[config.mk]
export PLATFORM = sky130hd
export DESIGN_NAME = cgra_launch_ctrl
export DESIGN_NICKNAME = d
export VERILOG_FILES = /design/src/rtl/cgra_launch_pkg.sv /design/src/rtl/cgra_launch_fifo.sv /design/src/rtl/cgra_launch_ctrl.sv
export SDC_FILE = /design/constraint.sdc
export NUM_CORES = 1
export LEC_CHECK = 0
export BUFFER_PORTS_ARGS = -buffer_cell sky130_fd_sc_hd__buf_2
export CORE_UTILIZATION = 66
export CTS_BUF_LIST = sky130_fd_sc_hd__clkbuf_4
export DETAILED_ROUTE_END_ITERATION = 6
export MAX_ROUTING_LAYER = met4
export PLACE_DENSITY = 0.86
export REMOVE_ABC_BUFFERS = 1
export SLEW_MARGIN = 20
export SYNTH_ARGS = -nofsm -noshare
export SYNTH_HDL_FRONTEND = slang
export SYNTH_SLANG_ARGS = --single-unit
[constraint.sdc]
create_clock -name Clk -period 7.1 [get_ports Clk]
set_input_delay 0.355 -clock Clk [delete_from_list [all_inputs] [get_ports Clk]]
set_output_delay 0.355 -clock Clk [all_outputs]
set_load 0.01 [all_outputs]
[src/rtl/cgra_launch_pkg.sv]
// Shared types, default widths and helpers for the CGRA kernel launcher.
package cgra_launch_pkg;

  typedef enum logic [1:0] {
    IDLE    = 2'd0,
    ASSERT  = 2'd1,
    RELEASE = 2'd2
  } state_e;

  localparam int              DEF_CNT_WIDTH      = 16;
  localparam int              DEF_FIFO_DEPTH     = 4;
  localparam int              DEF_TOTAL_WIDTH    = 32;
  localparam int              DEF_TIMEOUT_WIDTH  = 24;
  localparam logic [23:0]     DEF_TIMEOUT_CYCLES = 24'hFFFFFF;

  // Helper operates on a wide carrier so any counter width up to SAT_W fits.
  localparam int SAT_W = 64;

  function automatic logic [SAT_W-1:0] sat_inc(input logic [SAT_W-1:0] val,
                                                input logic [SAT_W-1:0] max_val);
    return (val == max_val) ? val : val + SAT_W'(1);
  endfunction

endpackage

[src/rtl/cgra_launch_fifo.sv]
// Request queue: synchronous FIFO with occupancy output. DEPTH must be a
// power of two so the pointers wrap naturally. No bypass: a word written at
// one edge is readable only after that edge.
module cgra_launch_fifo #(
  parameter int WIDTH = 16,
  parameter int DEPTH = 4
) (
  input  logic                       clk,
  input  logic                       rst,
  input  logic                       push,
  input  logic [WIDTH-1:0]           wdata,
  input  logic                       pop,
  output logic [WIDTH-1:0]           rdata,
  output logic                       full,
  output logic                       empty,
  output logic [$clog2(DEPTH+1)-1:0] level
);

  localparam int PTR_W = $clog2(DEPTH);
  localparam int LVL_W = $clog2(DEPTH+1);

  logic [WIDTH-1:0] mem_q [DEPTH];
  logic [WIDTH-1:0] mem_d [DEPTH];
  logic [PTR_W-1:0] wr_ptr_q, wr_ptr_d, rd_ptr_q, rd_ptr_d;
  logic [LVL_W-1:0] level_q, level_d;
  logic             push_ok, pop_ok;

  assign full    = (level_q == LVL_W'(DEPTH));
  assign empty   = (level_q == '0);
  assign level   = level_q;
  assign rdata   = mem_q[rd_ptr_q];
  assign push_ok = push & ~full;
  assign pop_ok  = pop & ~empty;

  // Next pointers, storage and occupancy.
  always_comb begin
    mem_d    = mem_q;
    wr_ptr_d = wr_ptr_q;
    rd_ptr_d = rd_ptr_q;
    level_d  = level_q;
    if (push_ok) begin
      mem_d[wr_ptr_q] = wdata;
      wr_ptr_d        = wr_ptr_q + PTR_W'(1);
    end
    if (pop_ok) begin
      rd_ptr_d = rd_ptr_q + PTR_W'(1);
    end
    case ({push_ok, pop_ok})
      2'b10:   level_d = level_q + LVL_W'(1);
      2'b01:   level_d = level_q - LVL_W'(1);
      default: level_d = level_q;
    endcase
  end

  // Control registers; cleared by reset.
  always_ff @(posedge clk) begin
    if (rst) begin
      wr_ptr_q <= '0;
      rd_ptr_q <= '0;
      level_q  <= '0;
    end else begin
      wr_ptr_q <= wr_ptr_d;
      rd_ptr_q <= rd_ptr_d;
      level_q  <= level_d;
    end
  end

  // Storage needs no reset; occupancy guards every read.
  always_ff @(posedge clk) begin
    mem_q <= mem_d;
  end

endmodule

[src/rtl/cgra_launch_ctrl.sv]
// Host-side CGRA kernel launcher: queues repeat-count requests and drives the
// Computation_Start/Computation_Done 4-phase handshake.
// Optional watchdog: define CGRA_LAUNCH_TIMEOUT_EN.
//
// state   | meaning
// IDLE    | Start low; pops a request once the CGRA has dropped Done
// ASSERT  | Start high (from 2nd cycle); waits for Done high
// RELEASE | Start low; waits for Done low, then retires one run
module cgra_launch_ctrl
  import cgra_launch_pkg::*;
#(
  parameter int                       CNT_WIDTH      = DEF_CNT_WIDTH,
  parameter int                       FIFO_DEPTH     = DEF_FIFO_DEPTH,
  parameter int                       TOTAL_WIDTH    = DEF_TOTAL_WIDTH,
  parameter int                       TIMEOUT_WIDTH  = DEF_TIMEOUT_WIDTH,
  parameter logic [TIMEOUT_WIDTH-1:0] TIMEOUT_CYCLES = DEF_TIMEOUT_CYCLES
) (
  input  logic                            Clk,
  input  logic                            Rst,
  input  logic                            Req_Valid,
  output logic                            Req_Ready,
  input  logic [CNT_WIDTH-1:0]            Req_Count,
  output logic                            Computation_Start,
  input  logic                            Computation_Done,
  output logic                            Busy,
  output logic                            Run_Done_Pulse,
  output logic                            Req_Done_Pulse,
  output logic [TOTAL_WIDTH-1:0]          Run_Total,
  output logic [$clog2(FIFO_DEPTH+1)-1:0] Fifo_Level,
  output logic                            Timeout_Err,
  input  logic                            Err_Clear
);

  state_e                 state_q, state_d;
  logic [CNT_WIDTH-1:0]   rem_q, rem_d;
  logic                   start_q, start_d;
  logic                   run_pulse_q, run_pulse_d;
  logic                   req_pulse_q, req_pulse_d;
  logic [TOTAL_WIDTH-1:0] run_total_q, run_total_d;
  logic [SAT_W-1:0]       total_wide;
  logic [SAT_W-TOTAL_WIDTH-1:0] total_wide_unused;
  logic                   fifo_pop, fifo_full, fifo_empty;
  logic [CNT_WIDTH-1:0]   fifo_rdata;
`ifdef CGRA_LAUNCH_TIMEOUT_EN
  logic [TIMEOUT_WIDTH-1:0] wd_q, wd_d;
  logic                     err_q, err_d;
  logic                     tmo_hit;
`endif

  cgra_launch_fifo #(
    .WIDTH (CNT_WIDTH),
    .DEPTH (FIFO_DEPTH)
  ) u_fifo (
    .clk   (Clk),
    .rst   (Rst),
    .push  (Req_Valid),
    .wdata (Req_Count),
    .pop   (fifo_pop),
    .rdata (fifo_rdata),
    .full  (fifo_full),
    .empty (fifo_empty),
    .level (Fifo_Level)
  );

  assign Req_Ready         = ~fifo_full;
  assign Busy              = (state_q != IDLE) | ~fifo_empty;
  assign Computation_Start = start_q;
  assign Run_Done_Pulse    = run_pulse_q;
  assign Req_Done_Pulse    = req_pulse_q;
  assign Run_Total         = run_total_q;

  // Saturating run counter increment, evaluated on a wide carrier.
  always_comb begin
    total_wide = sat_inc(SAT_W'(run_total_q), SAT_W'({TOTAL_WIDTH{1'b1}}));
  end
  assign total_wide_unused = total_wide[SAT_W-1:TOTAL_WIDTH];

  // Handshake sequencing, run bookkeeping and registered output values.
  always_comb begin
    state_d     = state_q;
    rem_d       = rem_q;
    run_pulse_d = 1'b0;
    req_pulse_d = 1'b0;
    run_total_d = run_total_q;
    fifo_pop    = 1'b0;
`ifdef CGRA_LAUNCH_TIMEOUT_EN
    tmo_hit     = 1'b0;
`endif
    case (state_q)
      IDLE: begin
        if (!fifo_empty && !Computation_Done) begin
          fifo_pop = 1'b1;
          if (fifo_rdata == '0) begin
            req_pulse_d = 1'b1;
          end else begin
            rem_d   = fifo_rdata;
            state_d = ASSERT;
          end
        end
      end
      ASSERT: begin
        // Done only counts as an acknowledge once Start is actually visible.
        if (start_q && Computation_Done) begin
          state_d = RELEASE;
        end
      end
      RELEASE: begin
        if (!Computation_Done) begin
          run_pulse_d = 1'b1;
          run_total_d = total_wide[TOTAL_WIDTH-1:0];
          rem_d       = rem_q - CNT_WIDTH'(1);
          if (rem_q == CNT_WIDTH'(1)) begin
            req_pulse_d = 1'b1;
            state_d     = IDLE;
          end else begin
            state_d = ASSERT;
          end
        end
      end
      default: state_d = IDLE;
    endcase
`ifdef CGRA_LAUNCH_TIMEOUT_EN
    // A completing handshake edge wins over an expiring watchdog.
    if (state_q != IDLE && state_d == state_q && wd_q == '0) begin
      tmo_hit = 1'b1;
      state_d = IDLE;
      rem_d   = '0;
    end
`endif
    // Start rises one cycle into ASSERT and never while a stale Done is high.
    start_d = (state_q == ASSERT) && (state_d == ASSERT) &&
              (start_q || !Computation_Done);
  end

  // FSM and counter registers.
  always_ff @(posedge Clk) begin
    if (Rst) begin
      state_q     <= IDLE;
      rem_q       <= '0;
      start_q     <= 1'b0;
      run_pulse_q <= 1'b0;
      req_pulse_q <= 1'b0;
      run_total_q <= '0;
    end else begin
      state_q     <= state_d;
      rem_q       <= rem_d;
      start_q     <= start_d;
      run_pulse_q <= run_pulse_d;
      req_pulse_q <= req_pulse_d;
      run_total_q <= run_total_d;
    end
  end

`ifdef CGRA_LAUNCH_TIMEOUT_EN
  // Watchdog down-counter reloaded on every state change; sticky error flag.
  always_comb begin
    wd_d = wd_q;
    if (state_d != state_q) begin
      wd_d = TIMEOUT_CYCLES - TIMEOUT_WIDTH'(1);
    end else if (wd_q != '0) begin
      wd_d = wd_q - TIMEOUT_WIDTH'(1);
    end
    err_d = err_q;
    if (Err_Clear) begin
      err_d = 1'b0;
    end
    if (tmo_hit) begin
      err_d = 1'b1;
    end
  end

  // Watchdog registers.
  always_ff @(posedge Clk) begin
    if (Rst) begin
      wd_q  <= TIMEOUT_CYCLES - TIMEOUT_WIDTH'(1);
      err_q <= 1'b0;
    end else begin
      wd_q  <= wd_d;
      err_q <= err_d;
    end
  end

  assign Timeout_Err = err_q;
`else
  logic tmo_unused;
  assign tmo_unused  = ^{Err_Clear, TIMEOUT_CYCLES};
  assign Timeout_Err = 1'b0;
`endif

endmodule

==> metrics.md <==
| Metric | Value |
|---|---|
| Starting Density | `0.6853` |
| Antenna cell count | `0` |
| EDFF count, synth | `64` |
| CTS Buffer Depth | `2` |
| Cell row count | `34` |
| Clk pin slew, worst setup/hold paths | `0.12 ns` |
| Top FF cell, synth | `edfxtp_1` |
| CORE AREA | `8763 um^2` |
| Die area | `9485 um^2` |
| Root Driver | `clkbuf_4` |
| Worst hold stages | `1` |
| R2R depth | `5` |
| Unrepaired setup endpoints after global routing | `false` |
| DR vias/cell | `6.562` |
| Int Power | `0.001253 W` |
| Period utilization | `0.4610` |
| Worst-Skew Late Latency | `0.52 ns` |
| Maximum vdd drop | `0.1764 mV` |
| Layout cell share with drive strength beyond 1 | `0.2234` |
| Die Width | `97.39 um` |
| Max Cap Viol | `0` |
| CP Capture Type | `flip-flop` |
| Height of the die | `97.39 um` |
| Footprint of the multi-input gates | `2592 um^2` |
| CTS tree | `yes` |
| Largest net degree at the start of global routing | `75` |
| Vias in the first global route | `4310` |
| Placed cell areas | `6221 um^2` |
| Register area | `3123 um^2` |
| Crit path kind | `flip-flop to flip-flop` |
| CTS Sinks | `124` |
| Status | `completed` |
| Global route overflow | `0` |
| Routability cong. | `0.8559` |
| Flop pwr share | `0.470` |
| Rel. slew slack | `0.2963` |
| I/O pins | `62` |
| Leak | `2.416 nW` |
| PortBufs | `59` |
| Vias | `4587` |
| Pins Over Slew Limit | `0` |
| HPWL Detailed | `8.356 mm` |
| Routed WL | `12.70 mm` |
| Distinct cells, synth | `67` |
| Drt initial violations | `444` |
| Drt drc | `0` |
| Async SR Flop Fraction | `0` |
| Hold WC Path Type | `input port to flip-flop` |
| Mapped Cells | `528` |
| Fin cells | `699` |
| Most frequent cells in the layout | `edfxtp_1 (64), dfxtp_1 (60), buf_2 (59)` |
| Seq/Total Area, Yosys | `0.5200` |
| Synth Register Bits | `124` |
| Worst-margin pin slew | `1.054 ns` |
| Fillers | `564` |
| H-tree Lvls | `4` |
| Nets | `608` |
| DR WL/cell | `18.17 um` |
| # setup viols final | `0` |
| First-pass GRT wire length | `21.03 mm` |
| Syn Area/Cell | `11.37 um^2` |
| Commonest non-fill, non-tap cell in the layout | `edfxtp_1` |
| Critical Path Start Type | `flip-flop` |
| Sw Ratio | `0.3589` |
| Antenna violations before repair | `0` |
| Routed Antenna Nets | `0` |
| Post-CTS setup buffer count | `0` |
| Post-route design area | `6545 um^2` |
| Post-route setup TNS | `0 ns` |
| Critical Path AT | `3.70 ns` |
| Placed cell count | `661` |
| Final hold vios | `0` |
| Clock skew | `0.01834 ns` |
| Syn. warnings | `0` |
| CTS buffer count | `17` |
| Clock network power share | `0.239` |
| PwrDens | `298.5 nW/um^2` |
| All-Layer GR Usage | `0.2907` |
| Switch Pwr | `0.0007012 W` |
| CP Max Fanout | `18` |
| Tmin final | `3.273 ns` |
| Synthesized cell area | `6006 um^2` |
| Post_cts resized | `0` |
| Worst EP required | `7.53 ns` |
| F_max | `305.5 MHz` |
| Gate power share | `0.291` |
| Area Overhead vs Synth | `8.979%` |
| Detailed Routing Iterations Pass 1 | `7` |
## power groups by stage
stage	clock network [W]	registers, W	logic [W]
finish	0.000467	0.000919	0.000568
detailed placement	0	0.000933	0.000553
CTS	0.000472	0.000918	0.000559
global placement	0	0.000926	0.000531
floorplan	0	0.000912	0.000410
global route	0.000505	0.000931	0.000619
## per-layer routing
layer / up-vias / share of wire / global-route usage
li1: 2131 / - / -
met3: 35 / 0.070 / 0.06187
met5: - / 0 / -
met4: 0 / 0.022 / 0.1380
met2: 229 / 0.49 / 0.4389
met1: 2192 / 0.42 / 0.3780
## stage by stage
stage	utilization	total power, W	setup slack (ns)	hold WS [ns]
after global placement	0.7099	0.001458	3.886	0.4536
after floorplan	-	0.001322	4.270	0.4196
after global routing	0.7469	0.002055	3.669	0.008233
after CTS	0.7469	0.001949	3.843	0.002937
final	0.7469	0.001954	3.827	0.04771
after detailed placement	0.7099	0.001486	3.857	0.4694
## worst max-delay path: stages (launching register included)
cell	delay, ns
dfxtp_1	1.03
mux4_1	0.73
nor4_2	0.39
and4_1	0.51
a21oi_4	0.22
a32o_1	0.29
## flip-flops by register name, indices dropped and copies added (netlist names)
name and cells:
u_fifo.mem_q 64, Run_Total 32, rem_q 16, u_fifo.level 3, state_q 2, u_fifo.rd_ptr_q 2
u_fifo.wr_ptr_q 2, Computation_Start 1, Req_Done_Pulse 1, Run_Done_Pulse 1
## synthesized netlist by cell type (10+ instances only)
| cell type | count | area [um^2] |
|---|---|---|
| or4_1 | 10 | 75.07 |
| nand3_1 | 17 | 85.08 |
| nand2_1 | 35 | 131.4 |
| edfxtp_1 | 64 | 1922 |
| o31ai_1 | 11 | 82.58 |
| dfxtp_1 | 60 | 1201 |
| nor3_1 | 16 | 80.08 |
| clkbuf_1 | 18 | 67.56 |
| nor2b_1 | 21 | 131.4 |
| nand4_1 | 13 | 81.33 |
| inv_1 | 10 | 37.54 |
| mux4_1 | 11 | 289.0 |
| o21ai_0 | 14 | 70.07 |
| nor2_1 | 35 | 131.4 |
| a21oi_1 | 42 | 210.2 |
| mux2_2 | 18 | 202.7 |
## cell families after synthesis
kind of cell | after synthesis | synth area share
xor gates and xnor gates | 5 | 0.007293
AOI/OAI and AO/OA | 110 | 0.1235
buffers and inverters | 50 | 0.04833
other | 1 | 0.0006244
adders and majority gates | 9 | 0.02000
muxes | 35 | 0.1023
and+or+nand+nor | 194 | 0.1779
DFF | 124 | 0.5200
## final cells by class
cell class                      instances  area share
Tap cell                              108     0.02065
Clock inverter                         15     0.02084
Clock buffer                           17     0.01950
Sequential cell                       124      0.4772
Inverter                               12    0.006882
Multi-Input combinational cell        354      0.3961
Timing Repair Buffer                   69     0.05888
## final timing paths
| kind | start | to | slack [ns] |
|---|---|---|---|
| max | u_fifo.rd_ptr_q[0] | rem_q[14] | 3.83 |
| min | Req_Count[5] | u_fifo.mem_q[37] | 0.05 |
| max reg2reg | u_fifo.rd_ptr_q[0] | rem_q[14] | 3.83 |
| min reg2reg | rem_q[6] | rem_q[6] | 0.49 |
## timing repair
| item | in CTS | in global routing |
|---|---|---|
| hold endpoints to repair | 22 | 0 |
| hold buffers | 6 | 0 |
| endpoints found under the setup margin | 0 | 0 |
Note: power is estimated with default switching activity, not from simulation.
